--- src/rtl/ysyx_23060136_wb_csr_file_pkg.sv ---
// Shared definitions for the WB-stage machine-mode CSR file: CSR addresses,
// mstatus field positions, reset/constant defaults and the redirect FSM states.
package ysyx_23060136_CSR_PKG;

  localparam logic [11:0] CSR_MSTATUS   = 12'h300;
  localparam logic [11:0] CSR_MTVEC     = 12'h305;
  localparam logic [11:0] CSR_MEPC      = 12'h341;
  localparam logic [11:0] CSR_MCAUSE    = 12'h342;
  localparam logic [11:0] CSR_MVENDORID = 12'hF11;
  localparam logic [11:0] CSR_MARCHID   = 12'hF12;

  localparam int MSTATUS_MIE    = 3;
  localparam int MSTATUS_MPIE   = 7;
  localparam int MSTATUS_MPP_LO = 11;
  localparam int MSTATUS_MPP_HI = 12;

  localparam logic [31:0] MSTATUS_RST_DEF = 32'h0000_1800;
  localparam logic [31:0] MVENDORID_DEF   = 32'h7973_7978;
  localparam logic [31:0] MARCHID_DEF     = 32'h015F_DEA8;
  localparam logic [31:0] ECALL_CAUSE_DEF = 32'd11;

  typedef enum logic {
    IDLE  = 1'b0,
    REDIR = 1'b1
  } csr_state_e;

  // One-hot decode of the CSR address space.
  typedef struct packed {
    logic mstatus;
    logic mtvec;
    logic mepc;
    logic mcause;
    logic mvendorid;
    logic marchid;
  } csr_sel_t;

  function automatic logic [31:0] align4(input logic [31:0] v);
    return {v[31:2], 2'b00};
  endfunction

endpackage

--- src/rtl/ysyx_23060136_wb_csr_file_if.sv ---
// WB commit / EXU read / redirect signals of the CSR file, bundled as one interface.
interface ysyx_23060136_wb_csr_file_if;
  logic        WB_valid;
  logic        WB_ready;
  logic [11:0] WB_csr_addr;
  logic [31:0] WB_csr_wdata;
  logic        WB_rv32_csrrw;
  logic        WB_rv32_csrrs;
  logic        WB_rv32_ecall;
  logic        WB_rv32_mret;
  logic [11:0] EXU_csr_raddr;
  logic [31:0] EXU_csr_rdata;
  logic        CSR_illegal;
  logic        CSR_redirect_valid;
  logic [31:0] CSR_redirect_pc;

  modport slave (
    input  WB_valid, WB_csr_addr, WB_csr_wdata,
    input  WB_rv32_csrrw, WB_rv32_csrrs, WB_rv32_ecall, WB_rv32_mret,
    input  EXU_csr_raddr,
    output WB_ready, EXU_csr_rdata, CSR_illegal, CSR_redirect_valid, CSR_redirect_pc
  );

  modport master (
    output WB_valid, WB_csr_addr, WB_csr_wdata,
    output WB_rv32_csrrw, WB_rv32_csrrs, WB_rv32_ecall, WB_rv32_mret,
    output EXU_csr_raddr,
    input  WB_ready, EXU_csr_rdata, CSR_illegal, CSR_redirect_valid, CSR_redirect_pc
  );
endinterface

--- src/rtl/ysyx_23060136_wb_csr_decode.sv ---
// Combinational CSR address decode: one-hot select plus writable/mapped flags.
module ysyx_23060136_wb_csr_decode
  import ysyx_23060136_CSR_PKG::*;
(
  input  logic [11:0] addr,
  output csr_sel_t    sel,
  output logic        writable,
  output logic        mapped
);

  // NOTE: every output of a combinational block gets a default before the
  // case, so an unlisted address can never leave a value held (latch).
  always_comb begin
    sel = '0;
    case (addr)
      CSR_MSTATUS:   sel.mstatus   = 1'b1;
      CSR_MTVEC:     sel.mtvec     = 1'b1;
      CSR_MEPC:      sel.mepc      = 1'b1;
      CSR_MCAUSE:    sel.mcause    = 1'b1;
      CSR_MVENDORID: sel.mvendorid = 1'b1;
      CSR_MARCHID:   sel.marchid   = 1'b1;
      default:       ;
    endcase
    writable = sel.mstatus | sel.mtvec | sel.mepc | sel.mcause;
    mapped   = writable | sel.mvendorid | sel.marchid;
  end

endmodule

--- src/rtl/ysyx_23060136_wb_csr_file.sv ---
// Machine-mode CSR file at WB: csrrw/csrrs/ecall/mret commit, forwarded
// combinational reads for EXU, and a registered one-cycle PC redirect.
module ysyx_23060136_wb_csr_file
  import ysyx_23060136_CSR_PKG::*;
#(
  parameter logic [31:0] MSTATUS_RST = MSTATUS_RST_DEF,
  parameter logic [31:0] MVENDORID   = MVENDORID_DEF,
  parameter logic [31:0] MARCHID     = MARCHID_DEF,
  parameter logic [31:0] ECALL_CAUSE = ECALL_CAUSE_DEF
) (
  input logic                         clk,
  input logic                         rst,
  ysyx_23060136_wb_csr_file_if.slave  bus
);

  csr_state_e  state_q, state_d;
  logic [31:0] mstatus_q, mstatus_d;
  logic [31:0] mtvec_q, mtvec_d;
  logic [31:0] mepc_q, mepc_d;
  logic [31:0] mcause_q, mcause_d;
  logic        illegal_q, illegal_d;
  logic        redir_valid_q, redir_valid_d;
  logic [31:0] redir_pc_q, redir_pc_d;

  csr_sel_t    wsel, rsel;
  logic        wr_writable, wr_mapped, rd_writable, rd_mapped;

  ysyx_23060136_wb_csr_decode u_wr_decode (
    .addr     (bus.WB_csr_addr),
    .sel      (wsel),
    .writable (wr_writable),
    .mapped   (wr_mapped)
  );

  ysyx_23060136_wb_csr_decode u_rd_decode (
    .addr     (bus.EXU_csr_raddr),
    .sel      (rsel),
    .writable (rd_writable),
    .mapped   (rd_mapped)
  );

  logic        fire, ecall_fire, mret_fire, wr_en, wr_ok;
  logic [31:0] wr_value, ecall_mepc;

  assign bus.WB_ready = (state_q == IDLE);
  assign fire         = bus.WB_valid & bus.WB_ready;
  // ecall dominates; mret dominates a plain CSR write.
  assign ecall_fire   = fire & bus.WB_rv32_ecall;
  assign mret_fire    = fire & bus.WB_rv32_mret & ~bus.WB_rv32_ecall;
  assign wr_en        = fire & (bus.WB_rv32_csrrw | bus.WB_rv32_csrrs)
                             & ~bus.WB_rv32_ecall & ~bus.WB_rv32_mret;
  assign wr_ok        = wr_en & wr_writable;
  assign wr_value     = (wsel.mtvec | wsel.mepc) ? align4(bus.WB_csr_wdata) : bus.WB_csr_wdata;
  assign ecall_mepc   = align4(bus.WB_csr_wdata);

  always_comb begin
    mstatus_d = mstatus_q;
    mtvec_d   = mtvec_q;
    mepc_d    = mepc_q;
    mcause_d  = mcause_q;
    if (wr_ok) begin
      if (wsel.mstatus) mstatus_d = wr_value;
      if (wsel.mtvec)   mtvec_d   = wr_value;
      if (wsel.mepc)    mepc_d    = wr_value;
      if (wsel.mcause)  mcause_d  = wr_value;
    end
    if (ecall_fire) begin
      mepc_d                                   = ecall_mepc;
      mcause_d                                 = ECALL_CAUSE;
      mstatus_d[MSTATUS_MPIE]                  = mstatus_q[MSTATUS_MIE];
      mstatus_d[MSTATUS_MIE]                   = 1'b0;
      mstatus_d[MSTATUS_MPP_HI:MSTATUS_MPP_LO] = 2'b11;
    end
    if (mret_fire) begin
      mstatus_d[MSTATUS_MIE]                   = mstatus_q[MSTATUS_MPIE];
      mstatus_d[MSTATUS_MPIE]                  = 1'b1;
      mstatus_d[MSTATUS_MPP_HI:MSTATUS_MPP_LO] = 2'b11;
    end

    illegal_d     = (ecall_fire & (bus.WB_rv32_csrrw | bus.WB_rv32_csrrs | bus.WB_rv32_mret))
                  | (wr_en & (~wr_mapped | wsel.mvendorid | wsel.marchid));
    redir_valid_d = ecall_fire | mret_fire;
    redir_pc_d    = ecall_fire ? mtvec_q : (mret_fire ? mepc_q : redir_pc_q);
  end

  always_comb begin
    state_d = state_q;
    case (state_q)
      IDLE:    if (ecall_fire | mret_fire) state_d = REDIR;
      REDIR:   state_d = IDLE;
      default: state_d = IDLE;
    endcase
  end

  // Forwarding: a same-cycle commit is visible to EXU before it lands.
  always_comb begin
    bus.EXU_csr_rdata = '0;
    if (wr_en & rd_writable & (bus.WB_csr_addr == bus.EXU_csr_raddr)) begin
      bus.EXU_csr_rdata = wr_value;
    end else if (ecall_fire & rsel.mepc) begin
      bus.EXU_csr_rdata = ecall_mepc;
    end else if (ecall_fire & rsel.mcause) begin
      bus.EXU_csr_rdata = ECALL_CAUSE;
    end else if (rd_mapped) begin
      bus.EXU_csr_rdata = ({32{rsel.mstatus}}   & mstatus_q)
                        | ({32{rsel.mtvec}}     & mtvec_q)
                        | ({32{rsel.mepc}}      & mepc_q)
                        | ({32{rsel.mcause}}    & mcause_q)
                        | ({32{rsel.mvendorid}} & MVENDORID)
                        | ({32{rsel.marchid}}   & MARCHID);
    end
  end

  // NOTE: sequential state is updated only with non-blocking assignments so
  // every flop samples the pre-edge values regardless of statement order.
  always_ff @(posedge clk or posedge rst) begin
    if (rst) state_q <= IDLE;
    else     state_q <= state_d;
  end

  always_ff @(posedge clk or posedge rst) begin
    if (rst) begin
      mstatus_q     <= MSTATUS_RST;
      mtvec_q       <= '0;
      mepc_q        <= '0;
      mcause_q      <= '0;
      illegal_q     <= 1'b0;
      redir_valid_q <= 1'b0;
      redir_pc_q    <= '0;
    end else begin
      mstatus_q     <= mstatus_d;
      mtvec_q       <= mtvec_d;
      mepc_q        <= mepc_d;
      mcause_q      <= mcause_d;
      illegal_q     <= illegal_d;
      redir_valid_q <= redir_valid_d;
      redir_pc_q    <= redir_pc_d;
    end
  end

  assign bus.CSR_illegal        = illegal_q;
  assign bus.CSR_redirect_valid = redir_valid_q;
  assign bus.CSR_redirect_pc    = redir_pc_q;

endmodule

--- src/flat_wrapper.sv ---
// flat-port wrapper written by rule: the top's interface ports become plain ports
module ysyx_23060136_wb_csr_file_flat import ysyx_23060136_CSR_PKG::*;
#(
  parameter logic [31:0] MSTATUS_RST = MSTATUS_RST_DEF,
  parameter logic [31:0] MVENDORID   = MVENDORID_DEF,
  parameter logic [31:0] MARCHID     = MARCHID_DEF,
  parameter logic [31:0] ECALL_CAUSE = ECALL_CAUSE_DEF
)
  (clk, rst, bus_WB_valid, bus_WB_csr_addr, bus_WB_csr_wdata, bus_WB_rv32_csrrw, bus_WB_rv32_csrrs, bus_WB_rv32_ecall, bus_WB_rv32_mret, bus_EXU_csr_raddr, bus_WB_ready, bus_EXU_csr_rdata, bus_CSR_illegal, bus_CSR_redirect_valid, bus_CSR_redirect_pc);
  ysyx_23060136_wb_csr_file_if bus_i ();
  input logic clk;
  input logic rst;
  input wire logic [$bits(bus_i.WB_valid)-1:0] bus_WB_valid;
  input wire logic [$bits(bus_i.WB_csr_addr)-1:0] bus_WB_csr_addr;
  input wire logic [$bits(bus_i.WB_csr_wdata)-1:0] bus_WB_csr_wdata;
  input wire logic [$bits(bus_i.WB_rv32_csrrw)-1:0] bus_WB_rv32_csrrw;
  input wire logic [$bits(bus_i.WB_rv32_csrrs)-1:0] bus_WB_rv32_csrrs;
  input wire logic [$bits(bus_i.WB_rv32_ecall)-1:0] bus_WB_rv32_ecall;
  input wire logic [$bits(bus_i.WB_rv32_mret)-1:0] bus_WB_rv32_mret;
  input wire logic [$bits(bus_i.EXU_csr_raddr)-1:0] bus_EXU_csr_raddr;
  output wire logic [$bits(bus_i.WB_ready)-1:0] bus_WB_ready;
  output wire logic [$bits(bus_i.EXU_csr_rdata)-1:0] bus_EXU_csr_rdata;
  output wire logic [$bits(bus_i.CSR_illegal)-1:0] bus_CSR_illegal;
  output wire logic [$bits(bus_i.CSR_redirect_valid)-1:0] bus_CSR_redirect_valid;
  output wire logic [$bits(bus_i.CSR_redirect_pc)-1:0] bus_CSR_redirect_pc;
  assign bus_i.WB_valid = bus_WB_valid;
  assign bus_i.WB_csr_addr = bus_WB_csr_addr;
  assign bus_i.WB_csr_wdata = bus_WB_csr_wdata;
  assign bus_i.WB_rv32_csrrw = bus_WB_rv32_csrrw;
  assign bus_i.WB_rv32_csrrs = bus_WB_rv32_csrrs;
  assign bus_i.WB_rv32_ecall = bus_WB_rv32_ecall;
  assign bus_i.WB_rv32_mret = bus_WB_rv32_mret;
  assign bus_i.EXU_csr_raddr = bus_EXU_csr_raddr;
  assign bus_WB_ready = bus_i.WB_ready;
  assign bus_EXU_csr_rdata = bus_i.EXU_csr_rdata;
  assign bus_CSR_illegal = bus_i.CSR_illegal;
  assign bus_CSR_redirect_valid = bus_i.CSR_redirect_valid;
  assign bus_CSR_redirect_pc = bus_i.CSR_redirect_pc;
  ysyx_23060136_wb_csr_file #(.MSTATUS_RST(MSTATUS_RST), .MVENDORID(MVENDORID), .MARCHID(MARCHID), .ECALL_CAUSE(ECALL_CAUSE)) u_core (.clk(clk), .rst(rst), .bus(bus_i));
endmodule
--- config.mk ---
export PLATFORM = sky130hd
export DESIGN_NAME = ysyx_23060136_wb_csr_file_flat
export DESIGN_NICKNAME = d
export VERILOG_FILES = /design/src/rtl/ysyx_23060136_wb_csr_file_pkg.sv /design/src/rtl/ysyx_23060136_wb_csr_file_if.sv /design/src/rtl/ysyx_23060136_wb_csr_decode.sv /design/src/rtl/ysyx_23060136_wb_csr_file.sv /design/src/flat_wrapper.sv
export SDC_FILE = /design/constraint.sdc
export NUM_CORES = 1
export LEC_CHECK = 0
export CAP_MARGIN = 20
export CORE_AREA = 2 2 132 185
export DETAILED_ROUTE_END_ITERATION = 8
export DIE_AREA = 0 0 134 187
export GPL_TIMING_DRIVEN = 0
export RECOVER_POWER = 100
export SLEW_MARGIN = 20
export SYNTH_ARGS = -nofsm -noshare
export SYNTH_HDL_FRONTEND = slang
export SYNTH_HIERARCHICAL = 1
export SYNTH_SLANG_ARGS = --single-unit
--- constraint.sdc ---
create_clock -name clk -period 8.21 [get_ports clk]
set_input_delay 2.0525 -clock clk [delete_from_list [all_inputs] [get_ports clk]]
set_output_delay 2.0525 -clock clk [all_outputs]
set_load 0.01 [all_outputs]
Yosys cells after proc, flatten, opt, wreduce, memory -nomap -nowiden --
Index checks and enable logic that the tools add are counted.
Word-level totals: bits of input ports 63, output and inout port bits 67, register bits 163
Cells by class: bitwise logic cells 44, reductions and logical operators 11, muxes and demuxes 35, equality and inequality tests 13
Operators with widths (count):
- $mux 32 | 12
- $and 32x32->32 | 4
- $eq 12x10->1 const B | 8
- $or 32x32->32 | 3
- $eq 12x12->1 const B | 4
- $or 32x25->32 | 1
- $or 32x31->32 | 1
- $mux 13 | 2
- $mux 1 | 17
- $or 1x1->1 | 17
- $and 1x1->1 | 14
- $eq 12x12->1 | 1
- $reduce_and 2->1 | 5
- $reduce_bool 2->1 | 4
- $mux 2 | 3
- $reduce_bool 3->1 | 2
- $not 1->1 | 4
- $pmux 1 s2 | 1

Longest topological paths before layout --
word-level depth 12, gate-level depth with buffers 10, depth with buffers taken out 8

Cells and area by module --
Netlist, hierarchy kept.
Modules (own cells, without submodules):
- ysyx_23060136_wb_csr_file | instances 1, area an instance 7739.9 sq um, cells each 699
- ysyx_23060136_wb_csr_decode | instances 2, area an instance 170.2 sq um, cells each 26

Worst setup path after synthesis --
No wires, ideal clock.
kind input to output, start point in bus_EXU_csr_raddr[4], end point out bus_EXU_csr_rdata[11], path buffers 1, path slack 1.949 ns, required time 6.157 ns, cell stages on the path 8, arrival 4.209 ns, cell sequence or4_4 -> or4_4 -> a21oi_1 -> nor4b_2 -> nand4_1 -> a21boi_4 -> buf_6 -> mux2_4
Between the ends: elaborated cells between the ends (all ways) 35, classes of those cells eq/ne (7); mux (10); bitwise (18)
RTL lines:
- start: declaration | line flat_wrapper.sv:20 | input wire logic [$bits(bus_i.EXU_csr_raddr)-1:0] bus_EXU_csr_raddr;
- $eq 12x10->1 | line ysyx_23060136_wb_csr_decode.sv:15 | case (addr)
- $mux 1 | line ysyx_23060136_wb_csr_decode.sv:15
- $or 1x1->1 (2 in series) | line ysyx_23060136_wb_csr_decode.sv:24 | writable = sel.mstatus | sel.mtvec | sel.mepc | sel.mcause;
- $or 1x1->1 (*) | line ysyx_23060136_wb_csr_decode.sv:24
- named net u_core.rd_writable | line ysyx_23060136_wb_csr_file.sv:26 | logic wr_writable, wr_mapped, rd_writable, rd_mapped;
- $or 1x1->1 (2 in series) | line ysyx_23060136_wb_csr_decode.sv:25 | mapped = writable | sel.mvendorid | sel.marchid;
- $mux 32 | line ysyx_23060136_wb_csr_file.sv:104 | end else if (rd_mapped) begin
- $mux 32 | line ysyx_23060136_wb_csr_file.sv:102 | end else if (ecall_fire & rsel.mcause) begin
- $mux 32 | line ysyx_23060136_wb_csr_file.sv:100 | end else if (ecall_fire & rsel.mepc) begin
- $mux 32 (*) | line ysyx_23060136_wb_csr_file.sv:98 | if (wr_en & rd_writable & (bus.WB_csr_addr == bus.EXU_csr_raddr)) begin
- end: declaration | line flat_wrapper.sv:22 | output wire logic [$bits(bus_i.EXU_csr_rdata)-1:0] bus_EXU_csr_rdata;
Mark *: on every way through the listed nets, which the timed path passes. The rest lies on a longest branch.

Worst setup path in the final report --
start point in bus_EXU_csr_raddr[4], end point out bus_EXU_csr_rdata[2]
Between the ends: elaborated cells between the ends (all ways) 35, classes of those cells eq/ne (7); mux (10); bitwise (18)
RTL lines (line):
- $eq 12x10->1 | ysyx_23060136_wb_csr_decode.sv:15
- $mux 1 | ysyx_23060136_wb_csr_decode.sv:15
- $or 1x1->1 (3 in series) | ysyx_23060136_wb_csr_decode.sv:24
- $or 1x1->1 | ysyx_23060136_wb_csr_decode.sv:25
- $or 1x1->1 (*) | ysyx_23060136_wb_csr_decode.sv:25
- named net u_core.rd_mapped | ysyx_23060136_wb_csr_file.sv:26
- $mux 32 (*) | ysyx_23060136_wb_csr_file.sv:104
- $mux 32 (*) | ysyx_23060136_wb_csr_file.sv:102
- $mux 32 (*) | ysyx_23060136_wb_csr_file.sv:100
- $mux 32 (*) | ysyx_23060136_wb_csr_file.sv:98
Marks and branches as above.

==> metrics.md <==
| Metric | Value |
|---|---|
| Max Cap Viol | 3 |
| Worst-case clock buffer depth | 2 |
| GRT overflow | 0 |
| Synth Instances | about 750 |
| Slew @ Worst Pin | 4.39 ns |
| Hold Fails Final Rpt | 0 |
| DP HPWL | 18000 um |
| Die area | between 20000 and 30000 um2 |
| Multi-input logic area | about 3700 um2 |
| Core area | 23600 um2 |
| Slew Limit Fails | 176 |
| CP endpoint kind | output pin |
| Vias | ~6700 |
| Post-synth EDFFs | 0 |
| Number of antenna repair diodes | 0 |
| Hold Path Origin | u_core/bus.CSR_redirect_pc[28] |
| H-Tree Depth | 4 |
| Clock transition at path regs | roughly 0.070 ns |
| Top_reg_cell synth | dfrtp_1 |
| Power per cell area | about 190 nW/um2 |
| Wire per inst | 21.4 um |
| Peak VDD IR | about 150 uV |
| Vias in the first global route | between 6000 and 7000 |
| Total negative slack | 0 ns |
| Num CTS Buffers | 17 |
| First-pass GRT wire length | ~40000 um |
| Post-CTS setup buffer count | 0 |
| GRT Overall Usage | 0.209 |
| Initial Util | 0.343 |
| Area of the mapped netlist | around 8100 um2 |
| Fill cells | between 2000 and 2500 |
| Final setup vio count | 0 |
| Post-layout minimum cycle time | approximately 8.0 ns |
| Antenna Violating Nets Remaining | 0 |
| Chip width | ~130 um |
| Yosys cell types | 45 |
| Slew margin rel. | -1.94 |
| Startpoint Class | input pin |
| CP peak stage delay | 0.61 ns |
| Period utilisation layout | 0.978 |
| Register bit total from synthesis | between 150 and 200 |
| Sink Count | 163 |
| RD Place Congestion | approximately 0.82 |
| Setup repair after global routing missed its margin | no |
| Largest net degree at the start of global routing | 100 |
| FF-to-FF End | u_core/mstatus_q[3] |
| Worst Path Max Fanout | 10 |
| Critical-path top delay cell | or4_1 |
| Core Util, Final | 0.438 |
| Routed Wire Length | 26200 um |
| Leak | between 4 and 5 nW |
| Yosys warning count | 6 |
| Post-Syn Area per Cell | around 11 um2 |
| Port bufs | between 100 and 150 |
| Failing checks | capacitance limit, slew limit |
| Initial antenna violation count | 0 |
| Worst R2R Path Depth | 6 |
| CP Cell Sequence | clkdlybuf4s50_1 -> or4_1 -> or4_4 -> a21oi_1 -> nand2_1 -> clkbuf_2 -> clkbuf_1 -> a21oi_1 -> mux2_1 -> clkdlybuf4s50_1 |
| Hold Path Sink | u_core/bus.CSR_redirect_pc[28] |
| Syn_nets | about 810 |
| Reg2reg setup slack | around 5.5 ns |
| Hold slack | between 0.4 and 0.5 ns |
| Root buf cell | clkbuf_16 |
| Hold Crit Depth | 2 |
| Critical Path RT | between 6 and 7 ns |
| Storage cell area | 4080 um2 |
| # IOs | 130 |
| Synth-to-Final Area Change | 27.7% |
| Worst r2r src | u_core/state_q |
| Num rows | 67 |
| DRT iter0 DRCs | a little over 600 |
| Die extent in y | approximately 190 um |
| Critical path class | input pin to output pin |
| Skew-Pair Late Insertion Delay | between 0.4 and 0.5 ns |
| Status | finished, violations left |
| Max Clk Rate | 0.124 GHz |
| DRT Pass-1 Iters | 6 |
| CP arrival | around 6 ns |
| Nets | approximately 960 |
| Hold WC Path Type | flip-flop to flip-flop |
| DR DRC count | 0 |
| Layout cells sized above 1 | 0.161 |
| Synth async-reset ratio | 1.00 |
| Routed vias/inst | 5.52 |
| Clock skew | 0.0144 ns |
| Seq/Total Area, Yosys | 0.505 |
| CTS tree | done |
| Final Power | about 2.0 mW |
-- report_power, final --
| group | switching (mW) | internal, mW |
|---|---|---|
| registers | 0.0391 | 0.862 |
| logic | 0.125 | 0.113 |
| clock network | 0.335 | 0.477 |
-- placed cells by master (no fill, tap or decap), types with 7 or more instances in the layout --
master             n
dfrtp_1          161
a22oi_1           31
clkdlybuf4s50_1   63
a21oi_1           42
xor2_1            16
o21ai_0           70
inv_1              9
nor3_1            11
clkbuf_1          50
mux2_2            74
mux2_4            27
a222oi_1          16
clkbuf_16         17
nor4_1             8
dlygate4sd3_1     66
mux2_1            12
nand2_1          114
a31oi_1           10
o22ai_1           32
nand3_1            7
nor2_1            11
-- layer usage --
metal | GRT usage | vias up | routed length (um)
met1 | 0.265 | 3386 | 11100
met5 | 0 | - | 0
met4 | 0.0696 | 0 | 610
met2 | 0.364 | 256 | 13200
met3 | 0.0306 | 49 | 1280
li1 | - | 3049 | -
-- cells by family (layout without fill, tap and decap cells) --
group | count (synthesis) | count (layout) | share of synthesized area
xor+xnor | 16 | 16 | 0.0173
compound gates | 211 | 211 | 0.162
buf+inv | 67 | 227 | 0.0359
flops | 163 | 163 | 0.505
mux | 117 | 117 | 0.176
simple gates | 177 | 177 | 0.104
-- registers in the layout (all words and copies together) (netlist names) --
register and flops:
u_core/bus.CSR_redirect_pc 32, u_core/mcause_q 32, u_core/bus.CSR_redirect_valid 1, u_core/mstatus_q 32, u_core/bus.CSR_illegal 1, u_core/mtvec_q 32, u_core/state_q 1, u_core/mepc_q 32
-- what timing repair did --
action | in CTS | in global routing
setup endpoints to repair | 0 | 10
hold buffers | 0 | 0
gates resized for setup | 0 | 3
-- stage by stage --
step	worst slack, ns	std cells	instance area (um2)
after detailed placement	0.143	1191	9790
after CTS	0.136	1221	10400
final	0.177	1221	10300
after global routing	0.0568	1221	10300
after global placement	-0.694	1190	9760
after floorplan	1.76	751	8080
-- how the worst max path moves through the flow --
stage               slack [ns]                 start                            end
floorplan                 1.76                   rst         u_core/bus.CSR_illegal
global placement         -0.69                   rst  u_core/bus.CSR_redirect_valid
detailed placement        0.14  bus_EXU_csr_raddr[4]          bus_EXU_csr_rdata[10]
CTS                       0.14  bus_EXU_csr_raddr[4]          bus_EXU_csr_rdata[10]
global route              0.06  bus_EXU_csr_raddr[7]           bus_EXU_csr_rdata[6]
finish                    0.18  bus_EXU_csr_raddr[4]           bus_EXU_csr_rdata[2]
-- cell usage after synthesis, drive strengths merged (11+ instances only) --
cell type    n  area, um2
buf         18        106
a22oi       31        233
nor2        11       41.3
nor3        11       55.1
nand2      114        428
clkbuf      38        143
o22ai       32        200
a21oi       42        210
a222oi      16        160
o21ai       71        355
dfrtp      161       4030
xor2        16        140
mux2       113       1380
-- worst max-delay path: cells and delay by family --
family          cells  cell delay, ns
buf+inv             4            1.76
simple gates        3            1.24
compound gates      2            0.73
mux                 1            0.19
-- final cells by class --
| class | count | share of cell area |
|---|---|---|
| clock inverter | 12 | 0.0154 |
| clock buffer | 18 | 0.0416 |
| timing repair buffer | 130 | 0.126 |
| multi-input combinational | 521 | 0.357 |
| sequential | 163 | 0.396 |
| buffer | 56 | 0.0229 |
| inverter | 11 | 0.00412 |
| tap | 310 | 0.0376 |
Note: power is estimated with default switching activity, not from simulation.
==> RTL edit, RTL diff (same settings) <==
`MSTATUS_MPP_HI`: 12 -> 13.
--- a/src/rtl/ysyx_23060136_wb_csr_file_pkg.sv
+++ b/src/rtl/ysyx_23060136_wb_csr_file_pkg.sv
@@ -13,5 +13,5 @@
   localparam int MSTATUS_MPIE   = 7;
   localparam int MSTATUS_MPP_LO = 11;
-  localparam int MSTATUS_MPP_HI = 12;
+  localparam int MSTATUS_MPP_HI = 13;
 
   localparam logic [31:0] MSTATUS_RST_DEF = 32'h0000_1800;
Check against the original RTL: not equivalent (a bounded check fails within 4 cycles, from zero or initial values and one cycle with rst high).
==> RTL edit against the original RTL <==
The flow still finishes with violations (max-capacitance violations, max-slew violations). Sequential cell count is the same. Synthesized area shrank 0.11%. Final area shrank 0.33%. Sequential share of layout area grew 0.13 points. Via count grew 1.0%. Worst setup slack lost 0.0089 ns. Routed wire length grew 0.92%. Total power shrank 3.2%. Critical path depth is the same. Critical endpoint is now bus_EXU_csr_rdata[9].
==> RTL edit: results (changes against the original RTL) <==
[clocking]
clk_pin_slew_ns = 0.07  ; about the same
worstSkewPairLatency_ns = 0.43

[yosys]
synth_nets = 821  ; +0.86%
synthMuxAreaShare_pct = 16.94  ; -0.65 points
ys_types = 42  ; -6.7%
syn_avg_cell_area_um2 = 10.65  ; -1.0%
seq_area_frac_synth_pct = 50.57  ; +0.055 points
synth_compound_area_share_pct = 16.56  ; +0.37 points
synth-warning-count = 6  ; unchanged
synth_common_cells = 161 x dfrtp_1, 114 x nand2_1, 76 x mux2_2
ys_top_cells_by_area = dfrtp_1 50%, mux2_2 11%, mux2_4 5.4%
synthXorXnorAreaFrac_pct = 1.736  ; +0.0019 points
synthArstFlopShare_pct = 100.0  ; unchanged

[final_layout]
drive_above_1_share_pct = 16.50  ; +0.37 points
n_antenna_cell = 0  ; unchanged
instances_no_fill = 1231  ; +0.82%
fin_nets = 971  ; +0.83%

[timing]
slew_viol_final = 166  ; -5.7%
tightest_slew_ns = 2.976  ; -1.414 ns
fin_worst_skew_ns = 0.006810  ; -0.007590 ns
fin_crit_ns = 8.042  ; +0.008911 ns

[placed_design]
post_dp_cell_area_um2 = 9797  ; about the same
post-dp-hpwl_um = 18220  ; +1.1%
dp_cells = 1199  ; +0.67%
place_congestion = 0.8254  ; +0.88%

[global_route]
grt_pass1_wl_um = 40520  ; +1.7%
first_global_vias = 7041  ; +4.2%
grt_start_max_net_pins = 98  ; -2.0%
use_met3_pct = 3.469  ; +0.41 points
grt_usage_pct = 21.14  ; +0.20 points
use_met2_pct = 36.41  ; about the same

[run_status]
status = finished with violations
violations = max-capacitance violations, max-slew violations

[power]
pwr.group.clock_mw = 0.750  ; -7.5%
ir_drop_mv = 0.1435  ; -1.7%
pwr-share-comb_pct = 12.6  ; +0.4 points
p_sw_share_pct = 27.39  ; +1.8 points
power.leakage_nw = 4.455  ; -0.95%

[setup_path]
cp-startpoint = bus_EXU_csr_raddr[4]
regToRegSetupSlack_ns = 5.49  ; +0.04 ns
cp-endpoint = bus_EXU_csr_rdata[9]
reg2reg_to = u_core/mepc_q[17]$_DFFE_PP0P_
ff2ff_path_depth = 5  ; -1

[route]
met1_length_um = 10600  ; -4.0%
first_iter_violations = 601  ; -3.1%
routedWlPerCell_um = 21.45  ; +0.10%
wl_met2_um = 13460  ; +1.8%
vias_per_cell = 5.530  ; +0.19%

[run]
drv_cap = 2  ; -1

[hold_path]
worst_hold_startpoint = u_core/bus.CSR_redirect_pc[3]$_DFFE_PP0P_

==> RTL edit: critical path, cell delays in order <==
cell and delay, ns:
clkdlybuf4s50_1 0.50, or4_1 0.63, or4_4 0.51, a21oi_1 0.40, nand2_1 0.12, clkbuf_2 0.31, clkbuf_1 0.41, a21oi_1 0.27
mux2_4 0.17, dlygate4sd3_1 0.60
==> RTL edit: area by class of cell <==
cell class | instances | area [µm²] | share of cell area [%]
timing repair buffer | 131 | 1308 | 12.71
clock inverter | 14 | 117.6 | 1.144
multi-input combinational | 526 | 3672 | 35.71
buffer | 57 | 241.5 | 2.348
clock buffer | 18 | 429.2 | 4.173
tap | 310 | 387.9 | 3.772
sequential | 163 | 4081 | 39.69
inverter | 12 | 46.29 | 0.4502
==> RTL edit: metrics by stage <==
step	total power [mW]	util, %
4_1_cts	1.917	43.91
2_1_floorplan	1.018	-
6_report	1.888	43.66
5_1_grt	1.961	43.66
3_5_place_dp	1.170	41.59
3_3_place_gp	1.166	41.39
